==> src/rtl/fifo_arb_pkg.sv <==
// Shared types and helpers for the FIFO write-port arbiter.
package fifo_arb_pkg;

   typedef enum logic [0:0] {
      ARB_IDLE  = 1'b0,
      ARB_BURST = 1'b1
   } arb_state_e;

   // Requester index width, never narrower than one bit.
   function automatic int unsigned id_width(input int unsigned n);
      return (n <= 2) ? 1 : $clog2(n);
   endfunction

endpackage

==> src/rtl/rr_priority_picker.sv <==
// Round-robin picker: first asserted request at or above ptr, wrapping to the bottom.
module rr_priority_picker
   import fifo_arb_pkg::*;
#(
   parameter  int unsigned NUM_REQ = 4,
   localparam int unsigned ID_W    = id_width(NUM_REQ)
) (
   input  logic [NUM_REQ-1:0] req,
   input  logic [ID_W-1:0]    ptr,
   output logic               any,
   output logic [ID_W-1:0]    idx
);

   always_comb begin
      any = 1'b0;
      idx = '0;
      // Upper segment [ptr, NUM_REQ) has priority over the wrapped segment.
      for (int unsigned j = 0; j < NUM_REQ; j++) begin
         if (!any && req[j] && (ID_W'(j) >= ptr)) begin
            any = 1'b1;
            idx = ID_W'(j);
         end
      end
      for (int unsigned j = 0; j < NUM_REQ; j++) begin
         if (!any && req[j]) begin
            any = 1'b1;
            idx = ID_W'(j);
         end
      end
   end

endmodule

==> src/rtl/fifo_write_arbiter.sv <==
// Round-robin burst arbiter sharing the fifo_memory write port among NUM_REQ producers,
// with full back-pressure and forced release of stalled grants.
module fifo_write_arbiter
   import fifo_arb_pkg::*;
#(
   parameter  int unsigned NUM_REQ       = 4,
   parameter  int unsigned DATA_WIDTH    = 8,
   parameter  int unsigned MAX_BURST     = 4,
   parameter  int unsigned STALL_TIMEOUT = 8,
   localparam int unsigned ID_W          = id_width(NUM_REQ)
) (
   input  logic                          clk,
   input  logic                          rstn,
   input  logic [NUM_REQ-1:0]            req_valid,
   input  logic [NUM_REQ-1:0]            req_last,
   input  logic [NUM_REQ*DATA_WIDTH-1:0] req_data,
   output logic [NUM_REQ-1:0]            req_ready,
   input  logic                          full,
   output logic                          write_enable,
   output logic [DATA_WIDTH-1:0]         write_data,
   output logic                          grant_valid,
   output logic [ID_W-1:0]               grant_id
);

   localparam int unsigned BEAT_W  = $clog2(MAX_BURST + 1);
   localparam int unsigned STALL_W = $clog2(STALL_TIMEOUT + 1);

   arb_state_e          r_state,     w_state_nxt;
   logic [ID_W-1:0]     r_grant_id,  w_grant_id_nxt;
   logic [ID_W-1:0]     r_ptr,       w_ptr_nxt;
   logic [BEAT_W-1:0]   r_beat_cnt,  w_beat_cnt_nxt;
   logic [STALL_W-1:0]  r_stall_cnt, w_stall_cnt_nxt;

   logic                w_pick_any;
   logic [ID_W-1:0]     w_pick_idx;
   logic                w_g_valid;
   logic                w_g_last;
   logic                w_accept;
   logic                w_release;
   logic [ID_W-1:0]     w_ptr_after;

   rr_priority_picker #(.NUM_REQ(NUM_REQ)) u_picker (
      .req (req_valid),
      .ptr (r_ptr),
      .any (w_pick_any),
      .idx (w_pick_idx)
   );

   // Granted requester's handshake signals and data.
   always_comb begin
      w_g_valid  = 1'b0;
      w_g_last   = 1'b0;
      write_data = '0;
      for (int unsigned i = 0; i < NUM_REQ; i++) begin
         if (ID_W'(i) == r_grant_id) begin
            w_g_valid  = req_valid[i];
            w_g_last   = req_last[i];
            write_data = req_data[i*DATA_WIDTH +: DATA_WIDTH];
         end
      end
   end

   assign w_accept    = (r_state == ARB_BURST) & w_g_valid & ~full;
   assign w_release   = (w_accept & (w_g_last | (r_beat_cnt == BEAT_W'(MAX_BURST - 1))))
                      | ((r_state == ARB_BURST) & ~w_g_valid
                         & (r_stall_cnt == STALL_W'(STALL_TIMEOUT - 1)));
   assign w_ptr_after = (r_grant_id == ID_W'(NUM_REQ - 1)) ? '0 : r_grant_id + ID_W'(1);
   assign grant_valid = (r_state == ARB_BURST);
   assign grant_id    = r_grant_id;

   // Next-state, counters and handshake outputs.
   always_comb begin
      w_state_nxt     = r_state;
      w_grant_id_nxt  = r_grant_id;
      w_ptr_nxt       = r_ptr;
      w_beat_cnt_nxt  = r_beat_cnt;
      w_stall_cnt_nxt = r_stall_cnt;
      req_ready       = '0;
      write_enable    = 1'b0;
      case (r_state)
         ARB_IDLE: begin
            if (w_pick_any) begin
               w_grant_id_nxt = w_pick_idx;
               w_state_nxt    = ARB_BURST;
            end
         end
         ARB_BURST: begin
            for (int unsigned i = 0; i < NUM_REQ; i++) begin
               req_ready[i] = (ID_W'(i) == r_grant_id) & ~full;
            end
            write_enable    = w_accept;
            // Back-pressure with valid held is not a stall.
            w_stall_cnt_nxt = w_g_valid ? '0 : r_stall_cnt + STALL_W'(1);
            if (w_accept) begin
               w_beat_cnt_nxt = r_beat_cnt + BEAT_W'(1);
            end
            if (w_release) begin
               w_state_nxt     = ARB_IDLE;
               w_ptr_nxt       = w_ptr_after;
               w_beat_cnt_nxt  = '0;
               w_stall_cnt_nxt = '0;
            end
         end
         default: w_state_nxt = ARB_IDLE;
      endcase
   end

   always_ff @(posedge clk or negedge rstn) begin
      if (!rstn) begin
         r_state     <= ARB_IDLE;
         r_grant_id  <= '0;
         r_ptr       <= '0;
         r_beat_cnt  <= '0;
         r_stall_cnt <= '0;
      end else begin
         r_state     <= w_state_nxt;
         r_grant_id  <= w_grant_id_nxt;
         r_ptr       <= w_ptr_nxt;
         r_beat_cnt  <= w_beat_cnt_nxt;
         r_stall_cnt <= w_stall_cnt_nxt;
      end
   end

endmodule

==> config.mk <==
export PLATFORM = sky130hd
export DESIGN_NAME = fifo_write_arbiter
export DESIGN_NICKNAME = d
export VERILOG_FILES = /design/src/rtl/fifo_arb_pkg.sv /design/src/rtl/rr_priority_picker.sv /design/src/rtl/fifo_write_arbiter.sv
export SDC_FILE = /design/constraint.sdc
export NUM_CORES = 1
export LEC_CHECK = 0
export ABC_AREA = 1
export BUFFER_PORTS_ARGS = -buffer_cell sky130_fd_sc_hd__buf_4
export CAP_MARGIN = 40
export CORE_MARGIN = 5
export CORE_UTILIZATION = 40
export DETAILED_ROUTE_END_ITERATION = 8
export MAX_ROUTING_LAYER = met4
export PLACE_DENSITY = 0.78
export SYNTH_ARGS = -nofsm -noshare
export SYNTH_HDL_FRONTEND = slang
export SYNTH_SLANG_ARGS = --single-unit
==> constraint.sdc <==
create_clock -name clk -period 2.3 [get_ports clk]
set_clock_uncertainty 0.2 [all_clocks]
set_input_delay 0.69 -clock clk [delete_from_list [all_inputs] [get_ports clk]]
set_output_delay 0.69 -clock clk [all_outputs]
set_load 0.02 [all_outputs]
==> results of run 1 <==
power breakdown:
group | internal [mW] | switching (mW) | leakage, nW | total (mW)
Sequential | 0.296 | 0.0760 | 0.151 | 0.372
Combinational | 1.04 | 1.19 | 0.849 | 2.23
Clock | 0.0963 | 0.0720 | 0.0210 | 0.168
Total | 1.43 | 1.34 | 1.02 | 2.77
layout by cell type, fill, tap and decap left out, drive strengths merged, types with 2 or more instances in the layout:
| master | instances |
|---|---|
| a21oi | 13 |
| buf | 80 |
| nand3 | 9 |
| xnor2 | 2 |
| inv | 17 |
| nor2 | 14 |
| ha | 7 |
| o21ai | 22 |
| nand2 | 60 |
| clkbuf | 4 |
| nand4 | 9 |
| dfrtp | 12 |
metal layers:
metal  track usage, %  vias to the layer above  routed length, µm
li1                 -                      735                  -
met3            3.678                        9                352
met5                -                        -                  0
met4            4.675                        0                 87
met1            20.90                      668               1667
met2            30.90                       60               2018
state kept, by name, indices dropped and copies added (netlist names):
register,cells
r_stall_cnt,4
grant_valid,1
r_beat_cnt,3
grant_id,2
r_ptr,2
per-stage QoR:
step / utilization [%] / instances
finish: 75.98 / 283
global placement: 63.56 / 270
detailed placement: 63.56 / 270
floorplan: - / 171
global route: 75.98 / 283
CTS: 72.11 / 280
cells by family (layout without fill, tap and decap cells):
group | count (synthesis) | count (layout) | share of synthesized area [%]
flops | 12 | 12 | 25.70
fa+ha+maj | 7 | 7 | 7.494
xor+xnor | 2 | 2 | 1.499
buf+inv | 22 | 102 | 8.137
compound gates | 37 | 37 | 18.42
simple gates | 91 | 92 | 38.76
layout make-up:
| type | count | area [µm²] |
|---|---|---|
| clock buffers | 4 | 36.28 |
| multi-input cells | 138 | 949.7 |
| fillers | 192 | 668.1 |
| inverters | 18 | 83.83 |
| well taps | 31 | 38.79 |
| flip-flops and latches | 12 | 304.0 |
| repair buffers | 80 | 700.7 |
repair_timing:
item,4_1_cts,5_1_grt
gates resized for setup,46,23
setup endpoints to repair,13,13
pin swaps,14,12
setup buffers,5,3
gates cloned,1,0
critical path: stages, from the launching register on:
cell and delay (ps):
dfrtp_2 430, buf_6 120, ha_4 190, buf_6 150
a21oi_2 160, nand2_2 90, o21ai_2 70, o21ai_2 60
buf_4 150
worst min path at each step:
stage	endpoint	slack (ps)
after global routing	r_beat_cnt[1]	20
after global placement	r_stall_cnt[1]	300
after detailed placement	r_stall_cnt[1]	300
after CTS	r_stall_cnt[1]	30
final	r_beat_cnt[1]	30
after floorplan	grant_id[0]	190
==> flow_summary.json, run 1 <==
{
  "worstPathRequired_ps": 1410,
  "synth_edf_count": 0,
  "first_global_vias": 1292,
  "clkTransAtPathRegs_ps": 80,
  "relSlewSlack_pct": 87.01,
  "worst_r2r_path_depth": 11,
  "max_clock_freq_mhz": 387.7,
  "viasPerCell": 5.201,
  "rr_endpoint": "grant_valid",
  "dieArea_um2": 4102,
  "hold_violations": 0,
  "cts.sinks": 12,
  "p_total_mw": 2.772,
  "startpoint": "grant_id[0]",
  "crit_path_end": "write_data[4]",
  "synthCells": 171,
  "pre_cts_ws_ps": -133.7,
  "numCtsBuffers": 3,
  "clock-root-buffer": "clkbuf_4",
  "drive_gt1_share_pct": 57.94,
  "yosysSeqAreaShare_pct": 25.70,
  "report.final.setup_viol": 13,
  "synth_largest_area_cell": "dfrtp_1",
  "via_count": 1472,
  "endpoint_kind": "output port",
  "cap_violations": 0,
  "synth_cell_type_count": 25,
  "cts_max_path_buffers": 2,
  "start_kind": "register",
  "synthesis.area_um2": 1169,
  "synth.area.top_cells": "dfrtp_1, nand2_1, o21ai_0, ha_1, inv_1",
  "arrival_ps": 1690,
  "min_period_ps": 2579,
  "syn_to_final_growth_pct": 80.84,
  "synth.most_common_cell": "nand2_1",
  "r2r-start": "grant_id[0]",
  "status": "finished, violations left",
  "core_um2": 2781,
  "antenna_found_initial": 0,
  "p_leak_nw": 1.021,
  "hold_buffers": 0,
  "die_width_um": 64.05,
  "fin_nets": 303,
  "wl_per_cell_um": 14.58,
  "rrSetupSlack_ps": 180,
  "maxSlewViolCount": 0,
  "final_antenna_net_count": 0,
  "critical_path_class": "register to output port",
  "placed_cell_area_um2": 1768,
  "drc": 0,
  "clk_latency_ps": 280,
  "synthTopCellsByCount": "nand2_1, o21ai_0, inv_1, dfrtp_1",
  "worst_hold_slack_ps": 30.81,
  "dominantRegCellSynth": "dfrtp_1",
  "ys_ff_latch": 12,
  "setup_slack_ps": -279.2,
  "ys_warn_count": 0,
  "h-tree-depth": 1,
  "netlist.area_leader.share_pct": 25.70,
  "ir_drop_uv": 974.6,
  "power.density_nw_per_um2": 1312,
  "gp_congestion": 0.8564,
  "hpwlAfterDp_um": 2787,
  "io_pins": 59,
  "wirelength_um": 4125,
  "io_buffers": 58,
  "syn_nets": 221,
  "violations": "negative setup slack",
  "syn_area_per_cell_um2": 6.834,
  "antennaDiodeCount": 0,
  "cts_tree": "built",
  "tns_ps": -2483,
  "track_usage_pct": 17.88,
  "grt_pass1_wl_um": 5823,
  "dr.first_iter.drc_count": 71,
  "stdcell_area_um2": 2113,
  "die_height_um": 64.05,
  "crit_fanout": 6,
  "min_path_type": "input pin to asynchronous set/reset pin",
  "dr.pass1.iters": 4,
  "grt_max_degree": 15,
  "grt-ovfl-total": 0,
  "worstMarginPinSlew_ps": 193.2,
  "async_flop_share_pct": 100.0,
  "rows": 19,
  "initial_utilization_pct": 42.02,
  "timing.final.crit_share_pct": 112.1,
  "rsz0062_at_grt": "true"
}
No activity file was read; power rests on OpenSTA's default activity.
==> run 2, diff against run 1 <==
SLEW_MARGIN = 20   (was default)
clock period = 2.65 ns   (was 2.3 ns; I/O delays follow)
==> run 2 against run 1 <==
Effect of this change:
- final cell count is 2.1% lower
- count of clock-buffer cells in the layout did not move
- first-iteration DRC count grew 65%
- register-to-register slack improved by 500 ps
- the flow still finishes with violations (negative setup slack)
- sequential share of layout area up 1.6 points
==> flow_summary.json, run 2 (synthesis gave the netlist of run 1 again) <==
{
  "initial_utilization_pct": 42.02,
  "multi_input_area_um2": 845.8,
  "maxSlewViolCount": 0,
  "drc": 0,
  "cap_violations": 0,
  "antennaDiodeCount": 0,
  "worstMarginPinSlew_ps": 222.4,
  "clock-root-buffer": "clkbuf_4",
  "endpoint_kind": "output port",
  "syn_to_final_growth_pct": 61.03,
  "nFillCells": 244,
  "p_total_mw": 2.093,
  "layout_common_cells": "buf_4, nand2_1, inv_1",
  "hold_violations": 0,
  "power.density_nw_per_um2": 1112,
  "viasPerCell": 5.014,
  "fin_nets": 297,
  "regArea_um2": 300.3,
  "worst_hold_slack_ps": 133.5,
  "io_pins": 59,
  "die_height_um": 64.05,
  "pre_cts_ws_ps": 140.6,
  "layout_commonest_cell": "buf_4",
  "timing.final.crit_share_pct": 101.5,
  "relSlewSlack_pct": 85.15,
  "hold_buffers": 0,
  "first_global_vias": 1249,
  "p_leak_nw": 0.9577,
  "cts_tree": "built",
  "wirelength_um": 3626,
  "core_um2": 2781,
  "numCtsBuffers": 3,
  "critical_path_class": "register to output port",
  "grt_max_degree": 13,
  "grt_pass1_wl_um": 5692,
  "setup_slack_ps": -38.93,
  "min_period_ps": 2689,
  "final_antenna_net_count": 0,
  "cts.sinks": 12,
  "min_path_type": "input pin to asynchronous set/reset pin",
  "report.final.setup_viol": 8,
  "io_buffers": 58,
  "crit_fanout": 5,
  "grt-ovfl-total": 0,
  "violations": "negative setup slack",
  "h-tree-depth": 1,
  "worstPathRequired_ps": 1660,
  "via_count": 1389,
  "max_clock_freq_mhz": 371.9,
  "dr.pass1.iters": 4,
  "dieArea_um2": 4102,
  "antenna_found_initial": 0,
  "cts_max_path_buffers": 2,
  "status": "finished, violations left",
  "track_usage_pct": 17.56,
  "arrival_ps": 1690,
  "drive_gt1_share_pct": 45.93,
  "rsz0062_at_grt": "true",
  "clk_latency_ps": 280,
  "start_kind": "register",
  "dr.first_iter.drc_count": 117,
  "gp_congestion": 0.8247,
  "top_register": "r_stall_cnt",
  "clkTransAtPathRegs_ps": 80,
  "die_width_um": 64.05,
  "largest_register_ffs": 4,
  "rows": 19,
  "reg.largest.list": "r_stall_cnt x4, r_beat_cnt x3",
  "ir_drop_uv": 824.9,
  "hpwlAfterDp_um": 2722,
  "fin_util_pct": 67.66,
  "wl_per_cell_um": 13.09
}
run 2: final cells by class:
class | instances | share of cell area [%]
Timing Repair Buffer | 75 | 31.38
Inverter | 18 | 3.723
Sequential cell | 12 | 15.96
Tap cell | 31 | 2.061
Clock buffer | 4 | 1.928
Multi-Input combinational cell | 137 | 44.95
run 2: worst paths after layout:
kind / end / startpoint / slack [ps] / cells past startpoint
min in group clk: r_beat_cnt[2] / r_beat_cnt[2] / 340 / 2
max in group asynchronous: r_ptr[0] / rstn / 1960 / 1
max reg2reg: r_ptr[1] / grant_id[1] / 680 / 13
min reg2reg: r_beat_cnt[2] / r_beat_cnt[2] / 340 / 2
max: write_data[4] / grant_id[1] / -40 / 10
min: r_stall_cnt[1] / rstn / 130 / 1
run 2: worst max-delay path: stages, from the launching register on:
cell	delay (ps)
dfrtp_1	420
inv_2	100
ha_4	150
inv_4	40
nor2_4	120
buf_6	130
nand2_1	50
nand2_1	50
o21ai_0	70
o21ai_1	120
buf_4	150
run 2: what timing repair did:
action,4_1_cts,5_1_grt
gates cloned,1,0
buffers inserted,5,4
pin swaps,1,10
endpoints found under the setup margin,9,10
resized for setup,12,12
run 2: power breakdown:
group	internal [mW]	total [mW]	switching, mW
Sequential	0.254	0.322	0.0687
Clock	0.0837	0.152	0.0680
Combinational	0.732	1.62	0.887
run 2: stage by stage:
stage / area (µm²) / setup TNS [ps] / std cells
floorplan: 1169 / 0 / 171
global placement: 1675 / 0 / 264
detailed placement: 1675 / 0 / 264
CTS: 1812 / -191.7 / 274
global route: 1882 / -1308 / 277
finish: 1882 / -252.5 / 277
run 2: layer usage:
layer	track usage, %	vias to the layer above	part of all wire (%)
li1	-	716	-
met1	21.61	610	45
met2	28.14	59	44
met3	4.378	4	9.7
met4	5.455	0	0.72
met5	-	-	0
